==> src/rtl/parity_pkg.sv <==
// Shared definitions for the serial word assembler and the parity generator it feeds.
package parity_pkg;

  // Word width shared by the assembler output and the parity generator input.
  localparam int unsigned DATA_W = 16;

  // Default parity sense: 0 = even, 1 = odd.
  localparam bit PARITY_ODD_DEF = 1'b0;

  // Assembler frame state.
  typedef enum logic [1:0] {
    StIdle = 2'd0,
    StData = 2'd1,
    StPar  = 2'd2
  } asm_state_e;

endpackage

==> src/rtl/sat_counter.sv <==
// Saturating up-counter with synchronous clear.
module sat_counter #(
  parameter int unsigned CNT_W = 8
) (
  input  logic             clk_i,
  input  logic             clr_i,
  input  logic             inc_i,
  output logic [CNT_W-1:0] cnt_o
);

  logic [CNT_W-1:0] cnt_q, cnt_d;

  // Increment unless already at the all-ones ceiling.
  always_comb begin
    cnt_d = cnt_q;
    if (inc_i && (cnt_q != {CNT_W{1'b1}})) begin
      cnt_d = cnt_q + CNT_W'(1);
    end
  end

  // Count register, cleared synchronously.
  always_ff @(posedge clk_i) begin
    if (clr_i) begin
      cnt_q <= '0;
    end else begin
      cnt_q <= cnt_d;
    end
  end

  assign cnt_o = cnt_q;

endmodule

==> src/rtl/serial_word_assembler.sv <==
// Collects LSB-first serial frames (WIDTH data bits + parity bit) into a word,
// checks parity and presents the result over a valid/ready handshake.
module serial_word_assembler
  import parity_pkg::*;
#(
  parameter int unsigned WIDTH      = DATA_W,
  parameter bit          PARITY_ODD = PARITY_ODD_DEF,
  parameter int unsigned CNT_W      = 8
) (
  input  logic             clk_i,
  input  logic             rst_i,
  input  logic             bit_valid_i,
  input  logic             bit_i,
  input  logic             start_i,
  output logic [WIDTH-1:0] word_o,
  output logic             word_valid_o,
  input  logic             word_ready_i,
  output logic             parity_err_o,
  output logic             overrun_o,
  output logic             abort_o,
  output logic             busy_o,
  output logic [CNT_W-1:0] err_cnt_o,
  output logic [CNT_W-1:0] ovr_cnt_o
);

  localparam int unsigned IdxW = (WIDTH > 1) ? $clog2(WIDTH) : 1;

  asm_state_e       state_q, state_d;
  logic [WIDTH-1:0] shreg_q, shreg_d;
  logic [IdxW-1:0]  cnt_q, cnt_d;
  logic [WIDTH-1:0] word_q, word_d;
  logic             valid_q, valid_d;
  logic             perr_q, perr_d;
  logic             ovr_q, ovr_d;
  logic             abort_q, abort_d;

  logic             complete;
  logic             frame_err;
  logic             err_inc;

  // All data bits are in shreg_q by the time the parity beat arrives.
  assign frame_err = (^shreg_q) ^ bit_i ^ PARITY_ODD;

  // Frame FSM: start_i on any valid beat (re)starts a frame at bit 0.
  always_comb begin
    state_d  = state_q;
    shreg_d  = shreg_q;
    cnt_d    = cnt_q;
    abort_d  = 1'b0;
    complete = 1'b0;
    if (bit_valid_i && start_i) begin
      abort_d    = (state_q != StIdle);
      shreg_d    = '0;
      shreg_d[0] = bit_i;
      cnt_d      = IdxW'(1);
      state_d    = StData;
    end else if (bit_valid_i) begin
      unique case (state_q)
        StIdle: ;
        StData: begin
          shreg_d[cnt_q] = bit_i;
          if (cnt_q == IdxW'(WIDTH - 1)) begin
            cnt_d   = '0;
            state_d = StPar;
          end else begin
            cnt_d = cnt_q + IdxW'(1);
          end
        end
        StPar: begin
          complete = 1'b1;
          cnt_d    = '0;
          state_d  = StIdle;
        end
        default: state_d = StIdle;
      endcase
    end
  end

  // Output register: a completed frame loads only if the slot is free or drains this cycle.
  always_comb begin
    word_d  = word_q;
    perr_d  = perr_q;
    valid_d = valid_q;
    ovr_d   = 1'b0;
    err_inc = 1'b0;
    if (valid_q && word_ready_i) begin
      valid_d = 1'b0;
    end
    if (complete) begin
      if (valid_q && !word_ready_i) begin
        ovr_d = 1'b1;
      end else begin
        word_d  = shreg_q;
        perr_d  = frame_err;
        valid_d = 1'b1;
        err_inc = frame_err;
      end
    end
  end

  // State and output registers.
  always_ff @(posedge clk_i) begin
    if (rst_i) begin
      state_q <= StIdle;
      shreg_q <= '0;
      cnt_q   <= '0;
      word_q  <= '0;
      valid_q <= 1'b0;
      perr_q  <= 1'b0;
      ovr_q   <= 1'b0;
      abort_q <= 1'b0;
    end else begin
      state_q <= state_d;
      shreg_q <= shreg_d;
      cnt_q   <= cnt_d;
      word_q  <= word_d;
      valid_q <= valid_d;
      perr_q  <= perr_d;
      ovr_q   <= ovr_d;
      abort_q <= abort_d;
    end
  end

  sat_counter #(
    .CNT_W(CNT_W)
  ) u_err_cnt (
    .clk_i(clk_i),
    .clr_i(rst_i),
    .inc_i(err_inc),
    .cnt_o(err_cnt_o)
  );

  sat_counter #(
    .CNT_W(CNT_W)
  ) u_ovr_cnt (
    .clk_i(clk_i),
    .clr_i(rst_i),
    .inc_i(ovr_d),
    .cnt_o(ovr_cnt_o)
  );

  assign word_o       = word_q;
  assign word_valid_o = valid_q;
  assign parity_err_o = perr_q;
  assign overrun_o    = ovr_q;
  assign abort_o      = abort_q;
  assign busy_o       = (state_q != StIdle);

endmodule

==> config.mk <==
export PLATFORM = sky130hd
export DESIGN_NAME = serial_word_assembler
export DESIGN_NICKNAME = d
export VERILOG_FILES = /design/src/rtl/parity_pkg.sv /design/src/rtl/sat_counter.sv /design/src/rtl/serial_word_assembler.sv
export SDC_FILE = /design/constraint.sdc
export NUM_CORES = 1
export LEC_CHECK = 0
export ABC_AREA = 1
export CORE_AREA = 8 8 93 74
export DETAILED_ROUTE_END_ITERATION = 16
export DIE_AREA = 0 0 101 82
export PLACE_DENSITY = 0.74
export SLEW_MARGIN = 20
export SYNTH_ARGS = -nofsm -noshare
export SYNTH_HDL_FRONTEND = slang
export SYNTH_SLANG_ARGS = --single-unit
==> constraint.sdc <==
create_clock -name clk_i -period 2.2 [get_ports clk_i]
set_clock_uncertainty 0.15 [all_clocks]
set_input_delay 0.55 -clock clk_i [delete_from_list [all_inputs] [get_ports clk_i]]
set_output_delay 0.55 -clock clk_i [all_outputs]
set_load 0.05 [all_outputs]
==> metrics.txt <==
Logic pwr share=7.0%; Final nets=483; hpwl dp=4.85 mm; Setup Viol. Count Final=0; clock slew at reported path FFs=0.06 ns; via count=2,731; total power=2.30 mW; Fmax=462 MHz; Tmin final=2.16 ns; Slew Limit Fails=0; Clk pwr share=46.6%; Tcrit/Tclk final=98.3%; die area=8280 µm²; DP Worst Slack=-0.154 ns; net switching power figure=517 µW; switching share of power=22.4%; Initial Utilization=51.1%; slowest CP cell=clkdlybuf4s50_1; share of cells above drive strength 1=17.3%; HP Class=reg -> reg; core area=5530 µm²; vias in the first global route=2,611; Post-synth EDFFs=0; max cap viols=0; synthesized instance count=405; initial DRC count=152; sequential-to-total area share from yosys stat=41.1%; syn nets=420; TritonCTS clock tree=yes; Mapped Area=2820 µm²; pwr/cell area=637 nW/µm²; CP max FO=2; Detailed Routing Iterations Pass 1=4; Post-Route WL=6.61 mm; Sequential Power Share=46.4%; Clk Latency, worst-skew pair=0.33 ns; setup_tns=0 ns; gr ovfl total=0; relative slew slack=52.4%; worst slew pin tran=0.713 ns; final core occ=65.4%; Die Height=82 µm; Ys Warns=0; number of buffers created by CTS=9; Seq cells post-synth=58; cts hold-fix bufs=0; Rows=24; initial antenna violation count=0; worst setup margin=0.0367 ns; Top FF cell, synth=dfxtp_1; CTS root buffer=clkbuf_8; GPL Wtd Cong=0.883; PortBufs=42; CP Data Required Time=1.50 ns; Top delay family on crit path=buffers and inverters; Final Hold Viols=0; syn avg cell area=6.97 µm²; critical path class=reg -> out; Synth cell types=28; Worst EP arrival=1.46 ns; area delta synth->final=28.1%; status=completed; wire per inst=12.0 µm; LEAKAGE=1.67 nW; first-pass GRT wire length=11.3 mm; ys async rst share=0%; largest net degree at the start of global routing=29; crit path cell chain=clkdlybuf4s50_1; cell-internal power=1.79 mW; Routed Antenna Nets=0; Total Routing Usage GR=17.1%; fill count=505; die width=101 µm; maximum vdd drop=0.000410 V; critical path launch point type=flip-flop; Via-to-Cell Ratio=4.96; H-tree depth=3; worst path bufs/invs=1; diodes inserted=0; Worst Setup End Kind=primary output; CP peak stage delay=0.80 ns; clock buffer depth=2; # IOs=43; RSZ-0062 raised after global routing=false; drt drc=0; CTS Sinks=58
==> power by group through the flow <==
stage / registers, mW / logic, mW / clock network (mW)
after floorplan: 1.11 / 0.0824 / 0
after global placement: 1.09 / 0.159 / 0
after detailed placement: 1.09 / 0.161 / 0
after CTS: 1.07 / 0.162 / 1.10
after global routing: 1.07 / 0.179 / 1.15
final: 1.07 / 0.162 / 1.07
==> cells by family (layout without fill, tap and decap cells) <==
kind of cell	count (synthesis)	after routing	synth area share (%)
AOI/OAI and AO/OA	100	100	18.5
xor gates and xnor gates	8	8	2.48
adders and majority gates	9	9	3.99
buffers and inverters	59	127	7.93
DFF	58	58	41.1
and+or+nand+nor	171	171	25.9
==> worst reg2reg max path: stages, from the launching register on <==
cell     delay, ns
dfxtp_1       0.42
ha_1          0.26
nand3_1       0.09
nor2_1        0.24
nand3_2       0.24
nand4_2       0.26
nand2_1       0.07
a21oi_1       0.15
==> flip-flops by register name, summed over array words and instances (netlist names) <==
signal / cells
u_err_cnt.cnt_o: 8
shreg_q: 16
word_valid_o: 1
parity_err_o: 1
word_o: 16
state_q: 2
overrun_o: 1
cnt_q: 4
abort_o: 1
u_ovr_cnt.cnt_o: 8
==> path summary, 6_finish.rpt <==
| kind | start | endpoint | slack (ns) | depth (start not counted) |
|---|---|---|---|---|
| max reg2reg | u_err_cnt.cnt_o[0]$_SDFFE_PP0P_ | u_err_cnt.cnt_o[2]$_SDFFE_PP0P_ | 0.25 | 7 |
| min | u_ovr_cnt.cnt_o[4]$_SDFFE_PP0P_ | u_ovr_cnt.cnt_o[4]$_SDFFE_PP0P_ | 0.31 | 2 |
| min reg2reg | u_ovr_cnt.cnt_o[4]$_SDFFE_PP0P_ | u_ovr_cnt.cnt_o[4]$_SDFFE_PP0P_ | 0.31 | 2 |
| max | word_o[15]$_SDFFE_PP0P_ | word_o[15] | 0.04 | 1 |
==> layer usage <==
| metal | up-vias | GRT usage (%) | part of all wire, % |
|---|---|---|---|
| met4 | 0 | 6.07 | 0.86 |
| met3 | 8 | 5.59 | 6.0 |
| li1 | 1455 | - | - |
| met2 | 56 | 28.0 | 45 |
| met1 | 1212 | 20.9 | 48 |
| met5 | - | 0 | 0 |
==> cells in the mapped netlist, drive strengths merged (2+ instances only) <==
| library cell | number | area, µm² |
|---|---|---|
| xor2 | 3 | 26.3 |
| inv | 51 | 191 |
| o21ai | 43 | 215 |
| a211oi | 2 | 15.0 |
| ha | 9 | 113 |
| nand3 | 24 | 135 |
| nor2 | 35 | 150 |
| dfxtp | 58 | 1160 |
| o311a | 2 | 20.0 |
| a21oi | 50 | 250 |
| clkbuf | 5 | 18.8 |
| buf | 3 | 13.8 |
| nand4 | 3 | 25.0 |
| nor3 | 4 | 20.0 |
| xnor2 | 5 | 43.8 |
| nand2 | 104 | 395 |
==> per-stage QoR <==
stage / hold WS [ns] / cell area (µm²) / cells
after floorplan: 0.296 / 2820 / 405
after global placement: 0.301 / 3380 / 535
after detailed placement: 0.306 / 3380 / 535
after CTS: 0.316 / 3600 / 551
after global routing: 0.343 / 3610 / 551
final: 0.314 / 3610 / 551
==> cell usage in the layout, fill, tap and decap left out, types with 2 or more instances in the layout <==
master	n
a211oi_1	2
a21oi_1	50
buf_4	46
bufinv_16	2
clkbuf_8	10
clkdlybuf4s50_1	8
clkinv_2	2
dfxtp_1	58
dlymetal6s2s_1	5
ha_1	9
inv_1	39
inv_2	12
nand2_1	102
nand2_2	2
nand3_1	21
nand3_2	3
nand4_1	2
nor2_1	33
nor3_1	4
o21ai_0	33
o21ai_1	10
o311a_1	2
xnor2_1	5
xor2_1	3
==> final cells by class <==
class | instances | area (µm²) | share of cell area [%]
Multi-Input combinational cell | 288 | 1440 | 39.8
Sequential cell | 58 | 1160 | 32.1
Timing Repair Buffer | 60 | 508 | 14.1
Inverter | 51 | 191 | 5.30
Clock buffer | 11 | 141 | 3.91
Tap cell | 78 | 97.6 | 2.70
Clock inverter | 5 | 77.6 | 2.15
==> repair_timing <==
item | in CTS | in global routing
endpoints found under the setup margin | 0 | 5
buffers inserted | 0 | 0
resized for setup | 0 | 5
(Power assumes the default switching activity.)
